===== src/rtl/hwag_spi_tx_data_frame.sv =====
`default_nettype none
// ============================================================================
// Module   : hwag_spi_tx_data_frame
// Purpose  : Builds the CMD/ADDR/DATA32/CRC8 response frame for an SPI slave.
// Revision : 1.0
// ============================================================================
module hwag_spi_tx_data_frame #(
    parameter logic [7:0] CRC_POLY = 8'h07,
    parameter logic [7:0] CRC_INIT = 8'h00
) (
    input  logic        clk,
    input  logic        rst,
    input  logic        spi_ss,
    input  logic        spi_tx,
    input  logic [7:0]  tx_cmd,
    input  logic [7:0]  tx_addr,
    input  logic [31:0] tx_data,
    output logic [7:0]  bus_in,
    output logic [7:0]  crc_tx_out,
    output logic        busy,
    output logic        frame_done,
    output logic        overrun,
    output logic        aborted
);

    typedef enum logic [1:0] {
        ST_IDLE = 2'd0,
        ST_SEND = 2'd1,
        ST_DONE = 2'd2
    } state_t;

    // Byte 6 of the frame is the CRC; indices 0..5 are shadow bytes.
    localparam logic [2:0] c_CRC_IDX = 3'd6;

    state_t      r_state;
    state_t      w_state_nxt;
    logic        r_ss_q;
    logic        r_ss_armed;
    logic [47:0] r_shadow;
    logic [47:0] w_shadow_nxt;
    logic [2:0]  r_idx;
    logic [2:0]  w_idx_nxt;
    logic [2:0]  w_idx_inc;
    logic [7:0]  r_bus_in;
    logic [7:0]  w_bus_in_nxt;
    logic [7:0]  r_crc;
    logic [7:0]  w_crc_nxt;
    logic [7:0]  w_crc_fold;
    logic [7:0]  w_next_byte;
    logic        r_overrun;
    logic        w_overrun_nxt;
    logic        r_frame_done;
    logic        w_frame_done_nxt;
    logic        r_aborted;
    logic        w_aborted_nxt;
    logic        w_ss_fall;
    logic        w_ss_rise;
    logic [7:0]  w_shadow_bytes [0:5];

    function automatic logic [7:0] crc8_byte(input logic [7:0] crc_in,
                                             input logic [7:0] data);
        logic [7:0] c;
        c = crc_in ^ data;
        for (int i = 0; i < 8; i++) begin
            c = c[7] ? ((c << 1) ^ CRC_POLY) : (c << 1);
        end
        return c;
    endfunction

    // A fall only counts once spi_ss has been seen high since reset, so a
    // select line held low through reset never opens a frame.
    assign w_ss_fall  = r_ss_armed & r_ss_q & ~spi_ss;
    assign w_ss_rise  = ~r_ss_q & spi_ss;
    assign w_crc_fold = crc8_byte(r_crc, r_bus_in);
    assign w_idx_inc  = r_idx + 3'd1;

    for (genvar k = 0; k < 6; k++) begin : g_shadow_bytes
        assign w_shadow_bytes[k] = r_shadow[47-8*k -: 8];
    end

    always_comb begin
        w_next_byte = 8'h00;
        if (r_idx < 3'd5) begin
            w_next_byte = w_shadow_bytes[w_idx_inc];
        end else if (r_idx == 3'd5) begin
            w_next_byte = w_crc_fold;
        end
    end

    always_comb begin
        w_state_nxt      = r_state;
        w_shadow_nxt     = r_shadow;
        w_idx_nxt        = r_idx;
        w_bus_in_nxt     = r_bus_in;
        w_crc_nxt        = r_crc;
        w_overrun_nxt    = r_overrun;
        w_frame_done_nxt = 1'b0;
        w_aborted_nxt    = 1'b0;

        // Select edges take priority over a coincident spi_tx.
        if (w_ss_fall) begin
            w_state_nxt   = ST_SEND;
            w_shadow_nxt  = {tx_cmd, tx_addr, tx_data};
            w_idx_nxt     = 3'd0;
            w_crc_nxt     = CRC_INIT;
            w_overrun_nxt = 1'b0;
            w_bus_in_nxt  = tx_cmd;
        end else if (w_ss_rise) begin
            w_aborted_nxt = (r_state == ST_SEND);
            w_state_nxt   = ST_IDLE;
            w_bus_in_nxt  = 8'h00;
        end else if (spi_tx) begin
            case (r_state)
                ST_SEND: begin
                    if (r_idx == c_CRC_IDX) begin
                        // The CRC byte itself is never folded into the CRC.
                        w_state_nxt      = ST_DONE;
                        w_bus_in_nxt     = 8'h00;
                        w_frame_done_nxt = 1'b1;
                    end else begin
                        w_crc_nxt    = w_crc_fold;
                        w_idx_nxt    = w_idx_inc;
                        w_bus_in_nxt = w_next_byte;
                    end
                end
                ST_DONE: begin
                    w_overrun_nxt = 1'b1;
                end
                default: begin
                end
            endcase
        end
    end

    always_ff @(posedge clk) begin
        if (rst) begin
            r_state      <= ST_IDLE;
            r_ss_q       <= 1'b1;
            r_ss_armed   <= 1'b0;
            r_shadow     <= 48'd0;
            r_idx        <= 3'd0;
            r_bus_in     <= 8'h00;
            r_crc        <= 8'h00;
            r_overrun    <= 1'b0;
            r_frame_done <= 1'b0;
            r_aborted    <= 1'b0;
        end else begin
            r_state      <= w_state_nxt;
            r_ss_q       <= spi_ss;
            r_ss_armed   <= r_ss_armed | spi_ss;
            r_shadow     <= w_shadow_nxt;
            r_idx        <= w_idx_nxt;
            r_bus_in     <= w_bus_in_nxt;
            r_crc        <= w_crc_nxt;
            r_overrun    <= w_overrun_nxt;
            r_frame_done <= w_frame_done_nxt;
            r_aborted    <= w_aborted_nxt;
        end
    end

    assign bus_in     = r_bus_in;
    assign crc_tx_out = r_crc;
    assign busy       = (r_state != ST_IDLE);
    assign frame_done = r_frame_done;
    assign overrun    = r_overrun;
    assign aborted    = r_aborted;

endmodule
`default_nettype wire


===== config.mk =====
export PLATFORM = sky130hd
export DESIGN_NAME = hwag_spi_tx_data_frame
export DESIGN_NICKNAME = d
export VERILOG_FILES = /design/src/rtl/hwag_spi_tx_data_frame.sv
export SDC_FILE = /design/constraint.sdc
export NUM_CORES = 1
export LEC_CHECK = 0
export BUFFER_PORTS_ARGS = -buffer_cell sky130_fd_sc_hd__buf_2
export CAP_MARGIN = 20
export CORE_UTILIZATION = 35
export CTS_BUF_LIST = sky130_fd_sc_hd__clkbuf_8
export DETAILED_ROUTE_END_ITERATION = 10
export SLEW_MARGIN = 20
export SYNTH_ARGS = -nofsm -noshare
export SYNTH_HDL_FRONTEND = slang
export SYNTH_SLANG_ARGS = --single-unit
export TNS_END_PERCENT = 10

===== constraint.sdc =====
create_clock -name clk -period 3.4 [get_ports clk]
set_input_delay 0 -clock clk [delete_from_list [all_inputs] [get_ports clk]]
set_output_delay 0 -clock clk [all_outputs]
set_load 0.03 [all_outputs]

==> qor.csv, run 1 <==
metric,value,unit
insertedDiodeCount,0,
combPwrFrac,18.6,%
netlist_area,0.00359,sq mm
end_kind,flip-flop,
synth_top_family_by_area,simple AND/OR/NAND/NOR gates,
cts-root-buf,clkbuf_8,
synth_cell_type_count,50,
skew,0.00822,ns
grt_usage,18.9,%
fmax,0.433,GHz
syn_avg_cell_area,8.18,sq um
vias,3380,
start_util,36.4,%
hp-class,in -> reg,
wl,9.44,mm
synth_top_area_cell,dfxtp_1,
grt_pass1_vias,3156,
die_w,103,um
cts_tree,done,
vdd_drop_max,0.212,mV
period_needed,2.31,ns
synth_ff_type,dfxtp_1,
finish.utilization,47.5,%
postCtsHoldBufs,49,
clk_pin_slew_worst_paths,0.08,ns
pwr-share-seq,46.5,%
critPathRequiredTime,3.62,ns
finalHoldViolCount,0,
synth_seq_area_share,41.2,%
antenna_found_initial,0,
path_class,reg -> reg,
ys_ff_latch,74,
synthTopCellsByArea,"dfxtp_1 (41%), nand2_1 (11%), a21oi_1 (8.9%), xnor2_1 (5.9%), mux4_2 (3.1%)",
maxCapViolCount,0,
syn-instance-count,439,
overflow,0,
htreeDepth,3,
grt_setup_unrepaired,false,
syn_to_final_growth,30.3,%
avgRoutedWirePerCell,13.9,um
firstDrtPassIters,4,
wl_met3,535,um
min_period_over_period,67.9,%
ant_nets,0,
cts_buffers,9,
dieHeight,103,um
yosys.area_share.simple,20.5,%
yosys.area_share.xor_xnor,9.09,%
dp_hpwl,6.59,mm
path_cells,"ha_1, mux4_2, o21ai_0, o2111ai_1, a21oi_1, nor3_1",
clock_sinks,74,
setup_viol,0,
numPortBuffers,71,
slew_violations,0,
critPathMaxStageDelay,0.76,ns
synth_adder_area_share,1.04,%
start_kind,flip-flop,
worst-path-max-fanout,19,
crit_path_top_delay_cell,ha_1,
cts_setup_buffers,0,
via_per_inst,4.97,
place_congestion,0.882,
synth_most_common_cell,nand2_1,
synth-edff-count,0,
drive_gt1_share,19.6,%
yosys-top-cells-count,"nand2_1 (104), dfxtp_1 (74), a21oi_1 (64)",
syn-num-nets,494,
drc_errors,0,
slew_headroom,42.5,%
p_per_area,427,mW/mm^2
coreArea,0.00986,sq mm
yosysTopAreaCellShare,41.2,%
status,completed,
cts_resized,0,
p_clk_share,34.9,%
leakagePower,1.77,nW
power.switching,0.565,mW
clk_latency,0.35,ns
top_layer,met4,
worstPathArrival,2.53,ns
die-area,0.0107,sq mm
p_int,1.43,mW
yosysWarnings,0,
grt_max_degree,51,
rows,36,
clk_path_buf_depth,2,
grt_pass1_wl,15.3,mm
tns,0,ns
total_power,2.00,mW
postSynth.asyncResetShare,0,%
wl_met2,4.28,mm
layout.nets,597,
switching_share,28.3,%
synth-compound-area-share,16.4,%
rrSetupSlack,1.09,ns
worst_slew_pin_slew,0.859,ns
met1_length,4.50,mm
drt_iter0_markers,178,
synth_mux_area_share,6.55,%
io_pins,72,
==> stage by stage <==
stage                     setup WS, ns  instances  hold WS (ns)  area (sq um)
after floorplan                  0.913        439         0.107          3590
after global placement            1.17        615         0.242          3990
after detailed placement          1.11        615         0.246          3990
after CTS                         1.09        680        0.0110          4680
after global routing             0.784        680        0.0375          4680
final                             1.09        680        0.0199          4680
==> layout make-up <==
class	instances	area, sq um
clock buffer	10	138
clock inverter	6	65.1
fill	997	5180
inverter	6	22.5
multi-input combinational	326	1930
sequential	74	1480
tap	133	166
timing repair buffer	125	883
==> power by group through the flow <==
stage	Clock, mW	Sequential, mW	Combinational (mW)
after global placement	0	0.950	0.319
after global routing	0.751	0.935	0.411
after CTS	0.708	0.930	0.370
final	0.697	0.930	0.372
after floorplan	0	0.963	0.220
after detailed placement	0	0.950	0.325
==> cells by family after synthesis <==
group / count (synthesis)
buffers and inverters: 39
multiplexers: 17
XOR/XNOR: 33
adder cells (fa/ha/maj): 3
AO/OA/AOI/OAI: 104
AND/OR/NAND/NOR: 169
flip-flops: 74
==> cells in the final DEF, fill, tap and decap left out, types with 2 or more instances in the layout <==
master         Yosys  final
clkbuf_8           0     10
a21oi_1           64     64
nand2_1          104    104
a31oi_1            2      2
a211oi_1           5      5
nand3_1           12     12
buf_4              1      5
mux2i_1           10     10
xnor2_1           24     24
nand2b_1           2      2
or3_1              7      7
mux4_2             5      5
xnor2_2            2      2
clkinv_2           0      2
or2_2              2      2
a311oi_1           2      2
ha_1               3      3
nor2_1            17     17
dlygate4sd3_1      0     49
a2111oi_0          2      2
nor2b_1            3      3
dfxtp_1           74     74
o21ai_0           18     18
nand3b_1           2      2
buf_2              7     71
xor2_1             5      5
nor3_1            13     13
inv_1              6      6
mux2_2             2      2
==> state kept, by name, indices dropped and copies added (netlist names) <==
register	count
aborted	1
bus_in	8
crc_tx_out	8
frame_done	1
overrun	1
r_idx	3
r_shadow	48
r_ss_armed	1
r_ss_q	1
r_state	2
==> per-layer routing <==
metal,track usage [%],up-vias
met5,0,-
met4,5.85,0
met3,4.03,11
met2,30.4,88
met1,25.4,1573
li1,-,1708
==> worst max-delay path: cells and delay by family (launching register included) <==
kind                     cells  cell delay (ns)
flip-flops                   1             0.41
AND/OR/NAND/NOR              1             0.06
multiplexers                 1             0.59
adder cells (fa/ha/maj)      1             0.76
AO/OA/AOI/OAI                3             0.37
==> worst paths after layout <==
kind,to,cells after the start,from
min reg2reg,r_shadow[40],2,r_shadow[40]
min,r_shadow[40],3,tx_cmd[0]
max reg2reg,bus_in[4],6,r_idx[1]
max,bus_in[4],6,r_idx[1]
Note: power is estimated with default switching activity, not from simulation.
==> run 2: changes to the inputs <==
==> constraint.sdc (replaced) <==
create_clock -name clk -period 2 [get_ports clk]
set_input_delay 0 -clock clk [delete_from_list [all_inputs] [get_ports clk]]
set_output_delay 0 -clock clk [all_outputs]
set_load 0.03 [all_outputs]
==> qor.csv, run 2 (same netlist as run 1, synthesis figures left out) <==
metric,value,unit,change
rows,36,,unchanged
grt_usage,20.1,%,+1.2 points
path_buf_inv,0,,unchanged
hold_depth,2,,-1
path_class,reg -> reg,,
layout.nets,615,,+3.0%
hp-class,in -> reg,,
grt_pass1_vias,3260,,+3.3%
cts_buffers,9,,unchanged
die-area,0.0107,sq mm,unchanged
status,completed,,
place_area,0.00413,sq mm,+3.6%
ant_nets,0,,unchanged
numPortBuffers,71,,unchanged
cts_setup_buffers,0,,unchanged
vias,3472,,+2.7%
tns,0,ns,unchanged
drt_iter0_markers,175,,-1.7%
crit_path_top_delay_cell,xnor3_2,,
dieHeight,103,um,unchanged
slew_violations,0,,unchanged
overflow,0,,unchanged
total_power,3.30,mW,+65%
slew_headroom,66.8,%,+24 points
grt_max_degree,51,,unchanged
start_kind,flip-flop,,
clk_latency,0.35,ns,about the same
finalHoldViolCount,0,,unchanged
place_congestion,0.883,,+0.11%
clock_sinks,74,,unchanged
syn_to_final_growth,34.3,%,
p_per_area,684,mW/mm^2,+60%
instances_no_fill,698,,+2.6%
clk_pin_slew_worst_paths,0.08,ns,about the same
layout_common_cells,"nand2_1 (104), dfxtp_1 (73), buf_2 (71)",,
dp_hpwl,7.03,mm,+6.7%
final_common_cell,nand2_1,,
die_w,103,um,unchanged
htreeDepth,3,,unchanged
rrSetupSlack,0.13,ns,-0.96 ns
worstSetupPathDepth,5,,-1
insertedDiodeCount,0,,unchanged
antenna_found_initial,0,,unchanged
cts_tree,done,,
worstPathArrival,2.15,ns,-0.38 ns
grt_pass1_wl,16.1,mm,+5.0%
dpl.cell_count,632,,+2.8%
critPathRequiredTime,2.29,ns,-1.33 ns
via_per_inst,4.97,,about the same
avgRoutedWirePerCell,14.3,um,+3.3%
worst-path-max-fanout,4,,-15
io_pins,72,,unchanged
coreArea,0.00986,sq mm,unchanged
maxCapViolCount,0,,unchanged
start_util,36.4,%,unchanged
clk_path_buf_depth,2,,unchanged
firstDrtPassIters,4,,unchanged
largest_reg_flops,48,,unchanged
r2r_cells,5,,-1
min_period_over_period,93.3,%,+25 points
critPathMaxStageDelay,0.51,ns,-0.25 ns
period_needed,1.87,ns,-0.445 ns
cts-root-buf,clkbuf_8,,
drc_errors,0,,unchanged
critPathTopFamily,XOR/XNOR gates,,
worst_slew_pin_slew,0.499,ns,-0.361 ns
drive_gt1_share,22.8,%,+3.3 points
finalInstanceArea,0.00482,sq mm,+3.0%
grt_setup_unrepaired,false,,
path_cells,"xnor2_2, xnor3_2, xnor2_1, or3_1, a21oi_1",,
vdd_drop_max,0.349,mV,+65%
setup_viol,0,,unchanged
wl,10.0,mm,+6.0%
end_kind,flip-flop,,
skew,0.00840,ns,+0.000181 ns
leakagePower,1.85,nW,+4.6%
finish.utilization,48.9,%,+1.4 points
fmax,0.536,GHz,+24%
regMostFlops,r_shadow,,
-- run 2: layout make-up --
| type | count | area [sq um] |
|---|---|---|
| sequential | 74 | 1480 |
| fill | 961 | 5040 |
| clock inverter | 7 | 55.1 |
| clock buffer | 9 | 124 |
| timing repair buffer | 143 | 1020 |
| multi-input combinational | 326 | 1950 |
| inverter | 6 | 25.0 |
| tap | 133 | 166 |
-- run 2: metrics by stage --
stage	hold WS [ns]	setup WS, ns
after floorplan	0.107	-0.104
after global placement	0.241	0.200
after detailed placement	0.248	0.158
after CTS	0.0219	0.133
after global routing	0.0506	0.0233
final	0.0285	0.135
-- run 2: report_power, final --
part,internal [mW],switching (mW)
clock network,0.458,0.598
registers,1.53,0.0458
logic,0.316,0.350
-- run 2: final timing paths --
check | from | endpoint
setup reg to reg | crc_tx_out[6] | crc_tx_out[2]
hold / removal | rst | r_ss_armed
hold reg to reg | r_shadow[40] | r_shadow[40]
setup / recovery | crc_tx_out[6] | crc_tx_out[2]
-- run 2: timing repair --
item                       4_1_cts  5_1_grt
setup endpoints to repair        0        2
gates resized for setup          0        3
hold endpoints to repair        52        0
hold buffers                    50        0
-- run 2: worst register-to-register path, delay by kind of cell, from the launching register on --
family	cells	cell delay, ns
AO/OA/AOI/OAI	1	0.14
AND/OR/NAND/NOR	1	0.30
XOR/XNOR	3	1.00
flip-flops	1	0.36
-- run 2: per-layer routing --
metal  global-route usage, %  routed length, um
met1                    26.6               4690
met2                    33.1               4780
met3                    3.90                439
met4                    6.18                103
met5                       0                  0
